<file path="config.mk">
export PLATFORM = sky130hd
export DESIGN_NAME = group_pack
export DESIGN_NICKNAME = d
export VERILOG_FILES = /design/src/rtl/group_pack_pkg.sv /design/src/rtl/group_pack_out.sv /design/src/rtl/group_pack.sv
export SDC_FILE = /design/constraint.sdc
export NUM_CORES = 1
export LEC_CHECK = 0
export ABC_AREA = 1
export CAP_MARGIN = 40
export CORE_MARGIN = 2
export CORE_UTILIZATION = 45
export CTS_CLUSTER_DIAMETER = 100
export DETAILED_ROUTE_END_ITERATION = 16
export HOLD_SLACK_MARGIN = 0.08
export MAX_ROUTING_LAYER = met4
export PLACE_DENSITY = 0.7
export SYNTH_ARGS = -nofsm -noshare
export SYNTH_HDL_FRONTEND = slang
export SYNTH_HIERARCHICAL = 1
export SYNTH_SLANG_ARGS = --single-unit
</file>
<file path="constraint.sdc">
create_clock -name clk -period 1.65 [get_ports clk]
set_input_delay 0.2475 -clock clk [delete_from_list [all_inputs] [get_ports clk]]
set_output_delay 0.2475 -clock clk [all_outputs]
set_load 0.01 [all_outputs]
</file>
<file path="src/rtl/group_pack_pkg.sv">
// group_pack_pkg: FSM encodings and lane-count width helper shared by group_pack.
package group_pack_pkg;
    localparam logic [0:0] FILL = 1'b0;
    localparam logic [0:0] HOLD = 1'b1;
    function automatic int cnt_width(input int n);
        return $clog2(n);
    endfunction
endpackage

</file>
<file path="src/rtl/group_pack_out.sv">
// group_pack_out: downstream output register, holds word while the consumer stalls (GROUP_PACK_LAST_EN adds dn_last).
module group_pack_out
    import group_pack_pkg::*;
#(
    parameter int W = 64
) (
    input  logic         clk,
    input  logic         rst,
    input  logic         load,
    input  logic [W-1:0] load_data,
`ifdef GROUP_PACK_LAST_EN
    input  logic         load_last,
    output logic         dn_last,
`endif
    input  logic         dn_ready,
    output logic [W-1:0] dn_data,
    output logic         dn_valid,
    output logic         dn_free
);
    assign dn_free = !dn_valid || dn_ready;
    always_ff @(posedge clk) begin
        if (rst) begin
            dn_valid <= 1'b0;
            dn_data  <= '0;
`ifdef GROUP_PACK_LAST_EN
            dn_last  <= 1'b0;
`endif
        end else if (load) begin
            dn_valid <= 1'b1;
            dn_data  <= load_data;
`ifdef GROUP_PACK_LAST_EN
            dn_last  <= load_last;
`endif
        end else if (dn_ready) begin
            dn_valid <= 1'b0;
        end
    end
endmodule

</file>
<file path="src/rtl/group_pack.sv">
// group_pack: packs GROUP_NB serial numbers into one word (lane 0 first).
// GROUP_PACK_LAST_EN adds up_last/dn_last so a burst can close a zero-padded partial group.
module group_pack
    import group_pack_pkg::*;
#(
    parameter int GROUP_NB  = 4,
    parameter int NUM_WIDTH = 16
) (
    input  logic                          clk,
    input  logic                          rst,
    input  logic [NUM_WIDTH-1:0]          up_data,
    input  logic                          up_valid,
    output logic                          up_ready,
`ifdef GROUP_PACK_LAST_EN
    input  logic                          up_last,
    output logic                          dn_last,
`endif
    output logic [NUM_WIDTH*GROUP_NB-1:0] dn_data,
    output logic                          dn_valid,
    input  logic                          dn_ready
);
    localparam int CW = cnt_width(GROUP_NB);
    localparam int W  = NUM_WIDTH * GROUP_NB;

    if (GROUP_NB < 2) begin : g_bad_group_nb
        initial begin
            $display("group_pack: GROUP_NB must be >= 2");
            $finish;
        end
    end

    logic [0:0]    state;
    logic [CW-1:0] cnt;
    logic [W-1:0]  asm, merged, load_data;
    logic          accept, done, dn_free, load, last_in;
`ifdef GROUP_PACK_LAST_EN
    logic          asm_last, load_last;
    assign last_in   = up_last;
    assign load_last = (state == HOLD) ? asm_last : last_in;
`else
    assign last_in   = 1'b0;
`endif

    assign up_ready  = (state == FILL);
    assign accept    = up_valid && up_ready;
    assign done      = accept && (cnt == CW'(GROUP_NB - 1) || last_in);
    assign load      = dn_free && (done || state == HOLD);
    assign load_data = (state == HOLD) ? asm : merged;

    always_comb begin
        merged = asm;
        for (int i = 0; i < GROUP_NB; i++)
            merged[i*NUM_WIDTH +: NUM_WIDTH] = (CW'(i) == cnt) ? up_data : asm[i*NUM_WIDTH +: NUM_WIDTH];
    end

    always_ff @(posedge clk) begin
        if (rst) begin
            state <= FILL;
            cnt   <= '0;
            asm   <= '0;
`ifdef GROUP_PACK_LAST_EN
            asm_last <= 1'b0;
`endif
        end else if (state == FILL) begin
            if (accept && !done) begin
                asm <= merged;
                cnt <= cnt + 1'b1;
            end else if (done && dn_free) begin
                asm <= '0;
                cnt <= '0;
            end else if (done) begin
                // output still busy: park the finished word in the assembly register
                asm   <= merged;
                cnt   <= '0;
                state <= HOLD;
`ifdef GROUP_PACK_LAST_EN
                asm_last <= last_in;
`endif
            end
        end else if (dn_free) begin
            asm   <= '0;
            cnt   <= '0;
            state <= FILL;
`ifdef GROUP_PACK_LAST_EN
            asm_last <= 1'b0;
`endif
        end
    end

    group_pack_out #(.W(W)) u_out (
        .clk       (clk),
        .rst       (rst),
        .load      (load),
        .load_data (load_data),
`ifdef GROUP_PACK_LAST_EN
        .load_last (load_last),
        .dn_last   (dn_last),
`endif
        .dn_ready  (dn_ready),
        .dn_data   (dn_data),
        .dn_valid  (dn_valid),
        .dn_free   (dn_free)
    );
endmodule

</file>
==> impl_metrics.env <==
export IMPL_routed_wl_mm=16.7
export IMPL_antenna_left=0
export IMPL_maxCapViolCount=0
export IMPL_final_cells=1231
export IMPL_die_h_um=124
export IMPL_via_per_inst=5.05
export IMPL_critical_path_startpoint="state$_SDFF_PP0_"
export IMPL_io_pins=86
export IMPL_htree_num_levels=4
export IMPL_fillers=1348
export IMPL_required_ns=1.40
export IMPL_maxSlewViolCount=0
export IMPL_relSlewSlack_pct=70.2
export IMPL_drcViolationCount=0
export IMPL_fmax_mhz=624
export IMPL_clkTransAtPathRegs_ns=0.06
export IMPL_grt_ovfl_total=0
export IMPL_synth_cell_area_um2=6510
export IMPL_synth_edf_count=0
export IMPL_timing_rr_start="cnt[0]$_SDFFE_PP0P_"
export IMPL_drt_iter0_drc=537
export IMPL_cts_made_buffers=17
export IMPL_outcome="finished clean"
export IMPL_min_period_ns=1.60
export IMPL_synth_cell_types=23
export IMPL_grt_usage_pct=22.7
export IMPL_cts_sinks=132
export IMPL_rows=43
export IMPL_critPathArrivalTime_ns=1.35
export IMPL_synth_area_per_cell_um2=6.66
export IMPL_place_congestion=0.839
export IMPL_hold_class="in2reg"
export IMPL_crit_fanout=3
export IMPL_p_total_mw=7.98
export IMPL_r2r_cells=8
export IMPL_grt_pass1_vias=5605
export IMPL_hold_depth=2
export IMPL_final_nets=1064
export IMPL_crit_type="reg2out"
export IMPL_synth_seq_area_share_pct=40.6
export IMPL_dp_hpwl_mm=10.8
export IMPL_dp_cells=1200
export IMPL_leakagePower_nw=3.50
export IMPL_grt_max_degree=81
export IMPL_fin_skew_ns=0.0101
export IMPL_setup_tns_ns=0
export IMPL_core_um2=14000
export IMPL_hp_start="rst"
export IMPL_crit_path_end_kind="output port"
export IMPL_post_drt_wl_per_cell_um=13.6
export IMPL_setup_violations=0
export IMPL_clk_path_buf_depth=2
export IMPL_drive_gt1_share_pct=7.71
export IMPL_die_w_um=124
export IMPL_ys_warn_count=6
export IMPL_worstMarginPinSlew_ns=0.446
export IMPL_start_kind="flip-flop"
export IMPL_synth_fp_nets=1001
export IMPL_ys_seq_elements=132
export IMPL_vdd_ir_drop_max_mv=0.733
export IMPL_timing_final_crit_share_pct=97.1
export IMPL_layout_commonest_cell="nor2_1"
export IMPL_dr_pass1_iters=7
export IMPL_vias=6219
export IMPL_diodes=0
export IMPL_cts_root_buf="clkbuf_16"
export IMPL_power_density_nw_per_um2=982
export IMPL_ys_flop_type="dfxtp_1"
export IMPL_multi_input_area_um2=3080
export IMPL_mostFrequentLayoutCells="nor2_1 (196), o21ai_0 (173), nand2_1 (130), dfxtp_1 (130), inv_1 (88)"
export IMPL_initial_core_util_pct=46.5
export IMPL_grt_pass1_wl_mm=27.9
export IMPL_cts_tree="done"
export IMPL_hold_buffers=0
export IMPL_regArea_um2=2650
export IMPL_hold_viol_final=0
export IMPL_synth_cells=977
export IMPL_clk_latency_ns=0.42
export IMPL_die_area_um2=15400
export IMPL_syn2layout_area_growth_pct=24.9
export IMPL_port_buffers=85
export IMPL_antenna_found_initial=0
export IMPL_ys_async_sr_fraction_pct=0
export IMPL_final_util_pct=58.1
## through the flow
| step | hold slack, ns | setup slack [ns] | area, um^2 |
|---|---|---|---|
| after floorplan | 0.310 | 0.0121 | 6520 |
| after global placement | 0.458 | -0.0356 | 7550 |
| after detailed placement | 0.468 | -0.121 | 7550 |
| after CTS | 0.459 | 0.00460 | 8100 |
| after global routing | 0.462 | -0.00472 | 8130 |
| final | 0.457 | 0.0485 | 8130 |
## layout make-up
type                            instances  share of cell area [%]
Tap cell                              180                    2.77
Multi-Input combinational cell        679                    37.9
Sequential cell                       132                    32.5
Clock buffer                           24                    5.68
Clock inverter                          6                   0.985
Timing Repair Buffer                  119                    15.9
Inverter                               91                    4.26
## Yosys cell counts, types with 4 or more instances
master,instances,area [um^2]
inv_1,88,330
a21oi_1,48,240
o21ai_1,35,175
nor2_2,9,56.3
nor2_1,197,739
buf_6,12,135
clkbuf_2,6,30.0
o21ai_0,184,921
buf_2,27,135
nand3_1,65,325
dfxtp_1,132,2640
nand2_1,130,488
clkbuf_1,24,90.1
ha_1,4,50.1
buf_4,4,30.0
## routing by layer
layer	share of wire [%]	vias up	track usage (%)
li1	-	3263	-
met1	47	2788	30.3
met2	46	147	34.6
met3	5.4	21	4.64
met4	1.8	0	7.34
met5	0	-	-
## kinds of logic (layout without fill, tap and decap cells)
kind of cell / after synthesis / after routing / synth area share (%)
compound gates: 268 / 268 / 20.7
simple gates: 407 / 407 / 25.7
flops: 132 / 132 / 40.6
fa+ha+maj: 4 / 4 / 0.769
buf+inv: 166 / 240 / 12.2
## critical path: stages (launching register included)
cell             delay [ns]
dfxtp_1                0.35
inv_4                  0.06
clkdlybuf4s50_1        0.52
## final timing paths
path	end	slack (ns)
max reg2reg	u_out/dn_data[1]$_SDFFE_PP0P_	0.12
max	up_ready	0.05
min reg2reg	cnt[0]$_SDFFE_PP0P_	0.49
min	state$_SDFF_PP0_	0.46
## what timing repair did
action | 4_1_cts | 5_1_grt
buffers inserted | 1 | 0
resized for setup | 0 | 19
pin swaps | 0 | 1
endpoints found under the setup margin | 1 | 79
## power breakdown
group          switching [mW]  internal, mW  total (mW)
registers              0.0618          3.33        3.39
clock network            1.32          2.23        3.55
logic                   0.627         0.419        1.05
total                    2.01          5.98        7.98
## registers in the layout, summed over array words and instances, names as in the netlist
name and flops:
state 1, cnt 2, u_out/dn_valid 1, u_out/dn_data 64, asm 64
No activity file was read; power rests on OpenSTA's default activity.
